===== config.mk =====
export PLATFORM = sky130hd
export DESIGN_NAME = nf_debug_snapshot
export DESIGN_NICKNAME = d
export VERILOG_FILES = /design/src/rtl/nf_debug_pkg.sv /design/src/rtl/nf_debug_port_monitor.sv /design/src/rtl/nf_debug_snapshot.sv
export SDC_FILE = /design/constraint.sdc
export NUM_CORES = 2
export LEC_CHECK = 0
export ABC_CLOCK_PERIOD_IN_PS = 6700
export CORE_AREA = 10 10 464 466
export CTS_BUF_LIST = sky130_fd_sc_hd__clkbuf_4
export CTS_CLUSTER_DIAMETER = 120
export CTS_CLUSTER_SIZE = 25
export DETAILED_ROUTE_END_ITERATION = 6
export DIE_AREA = 0 0 474 476
export PLACE_DENSITY = 0.58
export SLEW_MARGIN = 20
export SYNTH_ARGS = -nofsm -noshare
export SYNTH_HDL_FRONTEND = slang
export SYNTH_SLANG_ARGS = --single-unit

===== constraint.sdc =====
create_clock -name clk -period 6.7 [get_ports clk]
set_input_delay 2.01 -clock clk [delete_from_list [all_inputs] [get_ports clk]]
set_output_delay 2.01 -clock clk [all_outputs]
set_load 0.02 [all_outputs]

===== src/rtl/nf_debug_pkg.sv =====
// Shared definitions for the debug snapshot block: FSM states and parameter defaults.
package nf_debug_pkg;

  localparam int unsigned NF_PORT_W_DEF = 96;
  localparam int unsigned NF_CNT_W_DEF  = 16;

  typedef enum logic [1:0] {
    ST_IDLE    = 2'd0,
    ST_CAPTURE = 2'd1,
    ST_HOLD    = 2'd2
  } snap_state_e;

endpackage : nf_debug_pkg


===== src/rtl/nf_debug_port_monitor.sv =====
// Per-port activity monitor: two-stage status pipeline, sticky toggle flags
// and a saturating change counter.
//   clk, reset  : clock, synchronous active-high reset
//   status_in   : live status word for this port
//   clr_req     : clear sticky bits and counter (a toggle in the same cycle wins)
//   live_q      : first pipeline stage of the status word
//   sticky      : per-bit "has toggled" flags
//   count       : number of cycles in which any bit toggled, saturating
module nf_debug_port_monitor
  import nf_debug_pkg::*;
#(
  parameter int unsigned PORT_W = NF_PORT_W_DEF,
  parameter int unsigned CNT_W  = NF_CNT_W_DEF
) (
  input  logic              clk,
  input  logic              reset,
  input  logic [PORT_W-1:0] status_in,
  input  logic              clr_req,
  output logic [PORT_W-1:0] live_q,
  output logic [PORT_W-1:0] sticky,
  output logic [CNT_W-1:0]  count
);

  localparam logic [CNT_W-1:0] CNT_MAX = {CNT_W{1'b1}};

  logic [PORT_W-1:0] live_qq;
  logic [PORT_W-1:0] toggle_c;
  logic              changed_c;

  assign toggle_c  = live_q ^ live_qq;
  assign changed_c = |toggle_c;

  // Clear drops history but still records the current cycle's toggle.
  always_ff @(posedge clk) begin
    if (reset) begin
      live_q  <= '0;
      live_qq <= '0;
      sticky  <= '0;
      count   <= '0;
    end else begin
      live_q  <= status_in;
      live_qq <= live_q;
      if (clr_req) begin
        sticky <= toggle_c;
        count  <= changed_c ? CNT_W'(1) : '0;
      end else begin
        sticky <= sticky | toggle_c;
        if (changed_c && (count != CNT_MAX)) begin
          count <= count + CNT_W'(1);
        end
      end
    end
  end

endmodule : nf_debug_port_monitor


===== src/rtl/nf_debug_snapshot.sv =====
// Debug snapshot of per-port status activity. Monitors run continuously; a
// snap_req freezes live status, sticky flags and counters into the snap_*
// registers, which stay valid until snap_ack.
//   clk, reset  : clock, synchronous active-high reset
//   status_in   : packed live status, port p at [(p+1)*PORT_W-1 : p*PORT_W]
//   snap_req    : request a snapshot (accepted only when idle)
//   snap_ack    : consumer finished reading (honoured only while holding)
//   clr_req     : clear live sticky flags and counters
//   snap_status : frozen status words
//   snap_sticky : frozen sticky flags
//   snap_count  : frozen counters, packed per port
//   snap_valid  : snapshot outputs are stable
//   busy        : snapshot machine not idle
module nf_debug_snapshot
  import nf_debug_pkg::*;
#(
  parameter int unsigned NUM_PORTS = 4,
  parameter int unsigned PORT_W    = NF_PORT_W_DEF,
  parameter int unsigned CNT_W     = NF_CNT_W_DEF
) (
  input  logic                       clk,
  input  logic                       reset,
  input  logic [NUM_PORTS*PORT_W-1:0] status_in,
  input  logic                       snap_req,
  input  logic                       snap_ack,
  input  logic                       clr_req,
  output logic [NUM_PORTS*PORT_W-1:0] snap_status,
  output logic [NUM_PORTS*PORT_W-1:0] snap_sticky,
  output logic [NUM_PORTS*CNT_W-1:0]  snap_count,
  output logic                       snap_valid,
  output logic                       busy
);

  localparam int unsigned STAT_W = NUM_PORTS * PORT_W;
  localparam int unsigned CNTS_W = NUM_PORTS * CNT_W;

  logic [STAT_W-1:0] live_all;
  logic [STAT_W-1:0] sticky_all;
  logic [CNTS_W-1:0] count_all;

  snap_state_e state_q;
  snap_state_e state_next_c;

  // One independent monitor per port.
  for (genvar p = 0; p < NUM_PORTS; p++) begin : g_port
    nf_debug_port_monitor #(
      .PORT_W (PORT_W),
      .CNT_W  (CNT_W)
    ) u_mon (
      .clk       (clk),
      .reset     (reset),
      .status_in (status_in[p*PORT_W +: PORT_W]),
      .clr_req   (clr_req),
      .live_q    (live_all[p*PORT_W +: PORT_W]),
      .sticky    (sticky_all[p*PORT_W +: PORT_W]),
      .count     (count_all[p*CNT_W +: CNT_W])
    );
  end

  // Next-state logic.
  always_comb begin
    state_next_c = state_q;
    case (state_q)
      ST_IDLE:    if (snap_req) state_next_c = ST_CAPTURE;
      ST_CAPTURE: state_next_c = ST_HOLD;
      ST_HOLD:    if (snap_ack) state_next_c = ST_IDLE;
      default:    state_next_c = ST_IDLE;
    endcase
  end

  // State, registered flags and snapshot registers. The snapshot loads the
  // monitor values present during CAPTURE, so a concurrent clear is not seen.
  always_ff @(posedge clk) begin
    if (reset) begin
      state_q     <= ST_IDLE;
      snap_valid  <= 1'b0;
      busy        <= 1'b0;
      snap_status <= '0;
      snap_sticky <= '0;
      snap_count  <= '0;
    end else begin
      state_q    <= state_next_c;
      snap_valid <= (state_next_c == ST_HOLD);
      busy       <= (state_next_c != ST_IDLE);
      if (state_q == ST_CAPTURE) begin
        snap_status <= live_all;
        snap_sticky <= sticky_all;
        snap_count  <= count_all;
      end
    end
  end

endmodule : nf_debug_snapshot


==> flow_summary.json <==
{
  "status": "finished, final reports clean",
  "final.setup.tns_ns": 0,
  "yosysSeqAreaShare_pct": 60.7,
  "hpwl_mm": 199,
  "io_buffers": 1222,
  "final_max_slew_viol_count": 0,
  "grt_pass1_vias": 50565,
  "setup.worst_path.end_class": "primary output",
  "grt_max_degree": 204,
  "nets": 8692,
  "clkPwrFrac_pct": 22.4,
  "relSlewSlack_pct": 25.2,
  "crit_family": "buffers and inverters",
  "startpoint_type": "flip-flop",
  "cts_tree": "built",
  "synth.distinct_cells": 51,
  "vias_per_cell": 4.84,
  "cts_sinks": 2052,
  "cp_cell_sequence": "clkdlybuf4s50_1",
  "p_int_mw": 14.4,
  "pwr-share-seq_pct": 66.4,
  "syn_inst": 7405,
  "dieArea_um2": 226000,
  "io_pins": 1223,
  "remaining_drc_errors": 0,
  "cp.required_ns": 4.69,
  "drt_iter0_drc": 4472,
  "p_comb_share_pct": 11.2,
  "maxCapViolCount": 0,
  "synth.avg_cell_area_um2": 9.14,
  "wire_per_inst_um": 24.0,
  "syn_to_final_growth_pct": 22.7,
  "max_stage_delay_ns": 0.95,
  "clock_skew_ns": 0.128,
  "dieHeight_um": 476,
  "critPathSlowestCell": "clkdlybuf4s50_1",
  "rr_startpoint": "g_port[1].u_mon.live_q[65]$_SDFF_PP0_",
  "fmax_mhz": 213,
  "htree_levels": 3,
  "worstPathArrival_ns": 2.68,
  "timing.rr.end": "g_port[1].u_mon.count[13]$_SDFFE_PP0P_",
  "initial_core_util_pct": 32.8,
  "swShare_pct": 27.7,
  "track_usage_pct": 22.1,
  "peakVddDrop_v": 0.000176,
  "ctsHoldBuffers": 0,
  "drive_gt1_share_pct": 2.17,
  "netlist_top_cells_area": "dfxtp_1, nand2_1, a21oi_1",
  "holdWs_ns": 0.360,
  "path_buf_inv": 1,
  "fin_crit_sh_pct": 70.0,
  "fillerInstances": 20784,
  "synth_fp_nets": 7798,
  "setup_viol": 0,
  "reg2reg_depth": 7,
  "tightest_slew_ns": 1.12,
  "hold_class": "flip-flop to flip-flop",
  "synth_edf_count": 0,
  "dr.pass1.iters": 7,
  "path_clk_slew_ns": 0.28,
  "root_buffer": "clkbuf_4",
  "cts.repair.resized": 0,
  "die_x_um": 474,
  "cts_buffers": 94,
  "yosysTopAreaCellShare_pct": 60.7,
  "yosysTopAreaCell": "dfxtp_1",
  "p_per_area_nw_per_um2": 240,
  "cp_max_fo": 2,
  "yosys_register_bits": 2052,
  "place.gp.congestion": 0.891,
  "clk-insertion-delay-late_ns": 1.32,
  "ys.warnings.count": 0,
  "crit_type": "flip-flop to primary output",
  "rows": 167,
  "postSynth.asyncResetShare_pct": 0,
  "clockBufferDepth": 3,
  "gr-total-overflow": 0,
  "grt_pass1_wl_mm": 368,
  "regToRegSetupSlack_ns": 3.18,
  "rsz0062_at_grt": "no",
  "hold_violations": 0,
  "cp-endpoint": "snap_sticky[97]",
  "p_sw_mw": 5.51,
  "drt.antenna.violating_nets": 0,
  "cp.depth": 1,
  "synth_area_um2": 67600,
  "routed_wl_mm": 264,
  "p_leak_nw": 27.9,
  "antenna_found_initial": 33,
  "post-cts-setup-buffers": 0,
  "vias": 53395,
  "fin_crit_ns": 4.69,
  "ys_dominant_reg_cell": "dfxtp_1",
  "core_area_um2": 206000,
  "critPathLaunch": "snap_sticky[97]$_SDFFE_PP0N_"
}
## power by group through the flow
stage / combinational [mW] / sequential, mW / clock (mW)
2_1_floorplan: 1.02 / 13.4 / 0
3_3_place_gp: 2.22 / 13.4 / 0
3_5_place_dp: 2.24 / 13.4 / 0
4_1_cts: 2.24 / 13.2 / 4.64
5_1_grt: 2.39 / 13.3 / 5.02
6_report: 2.23 / 13.2 / 4.46
## cells in the mapped netlist, types with 10 or more instances
cell / instances
nand4_1: 106
nor4_1: 25
nor2_1: 37
dfxtp_1: 2052
or3_1: 32
xnor2_1: 365
o211ai_1: 14
and3_1: 12
o31ai_1: 11
clkbuf_1: 455
or4_1: 20
nand3_1: 32
o21ai_0: 24
inv_1: 10
nand2_1: 2073
xor2_1: 20
buf_1: 14
a21oi_1: 1254
nor2b_1: 772
## worst min-delay path by stage
stage                                                from                             to  slack [ns]  cells after the start
detailed placement   g_port[0].u_mon.sticky[5]$_SDFF_PP0_    snap_sticky[5]$_SDFFE_PP0N_        0.44                      2
CTS                 g_port[2].u_mon.live_q[85]$_SDFF_PP0_  snap_status[277]$_SDFFE_PP0N_        0.38                      2
floorplan            g_port[0].u_mon.sticky[0]$_SDFF_PP0_    snap_sticky[0]$_SDFFE_PP0N_        0.43                      2
global route        g_port[2].u_mon.live_q[85]$_SDFF_PP0_  snap_status[277]$_SDFFE_PP0N_        0.42                      2
global placement    g_port[3].u_mon.sticky[27]$_SDFF_PP0_  snap_sticky[315]$_SDFFE_PP0N_        0.44                      2
finish              g_port[2].u_mon.live_q[85]$_SDFF_PP0_  snap_status[277]$_SDFFE_PP0N_        0.36                      2
## per-layer routing
metal  global-route usage (%)  share of wire, %  up-vias
li1                         -                 -    25573
met1                     27.4                41    25744
met2                     36.0                46     1727
met3                     6.14               7.8      339
met4                     9.58               5.2       12
met5                        0             0.026        -
## cell families (layout without fill, tap and decap cells)
group | after synthesis | count (layout) | synth area share (%)
buffers and inverters | 486 | 1391 | 2.73
flip-flops | 2052 | 2052 | 60.7
XOR/XNOR | 385 | 385 | 4.98
AO/OA/AOI/OAI | 1328 | 1328 | 10.1
multiplexers | 6 | 6 | 0.0888
other | 0 | 14 | 0
AND/OR/NAND/NOR | 3144 | 3144 | 21.3
adder cells (fa/ha/maj) | 4 | 4 | 0.0740
## worst register-to-register path, delay by kind of cell (launching register included)
| family | cells | cell delay (ns) |
|---|---|---|
| compound gates | 1 | 0.39 |
| xor+xnor | 1 | 0.66 |
| flops | 1 | 0.40 |
| mux | 1 | 0.19 |
| simple gates | 4 | 1.89 |
## area by class of cell
type,instances,area [µm²],area share [%]
diodes,14,35.0,0.0422
clock buffers,95,713,0.860
clock inverters,12,136,0.164
inverters,10,45.0,0.0543
multi-input cells,4867,24800,29.8
flip-flops and latches,2052,41100,49.5
well taps,2704,3380,4.08
repair buffers,1274,12800,15.5
## state kept, by name, summed over array words and instances, names as in the netlist
signal                cells
snap_count               64
snap_status             384
snap_sticky             384
snap_valid                1
state_q                   2
busy                      1
g_port.u_mon.sticky     384
g_port.u_mon.live_qq    384
g_port.u_mon.live_q     384
g_port.u_mon.count       64
## through the flow
stage / power [mW] / setup slack [ns] / util (%) / instance area (µm²) / std cells
floorplan: 14.4 / 3.15 / - / 67600 / 7405
global placement: 15.6 / 2.10 / 39.8 / 82100 / 10907
detailed placement: 15.7 / 2.18 / 39.8 / 82100 / 10907
CTS: 20.1 / 1.74 / 40.3 / 82900 / 11014
global route: 20.7 / 1.77 / 40.3 / 83000 / 11024
finish: 19.9 / 2.01 / 40.3 / 83000 / 11028
## cell usage in the layout (no fill, tap or decap), types with 3 or more instances in the layout
master,Yosys,final
nand2_1,2073,2073
dfxtp_1,2052,2052
a21oi_1,1254,1254
clkdlybuf4s50_1,0,1221
nor2b_1,772,771
xnor2_1,365,365
nand4_1,106,106
clkbuf_4,0,95
buf_4,1,37
nor2_1,37,35
nand3_1,32,32
or3_1,32,32
nor4_1,25,25
o21ai_0,24,24
or4_1,20,20
xor2_1,20,20
buf_12,0,15
diode_2,0,14
o211ai_1,14,14
and3_1,12,12
o31ai_1,11,11
inv_1,10,9
and2_1,8,8
mux2i_1,6,6
and4_1,5,5
o41ai_1,5,5
nor3_1,6,5
inv_2,0,5
o311ai_0,4,4
ha_1,4,4
nor3_2,2,3
o21bai_1,3,3
(Power assumes the default switching activity.)
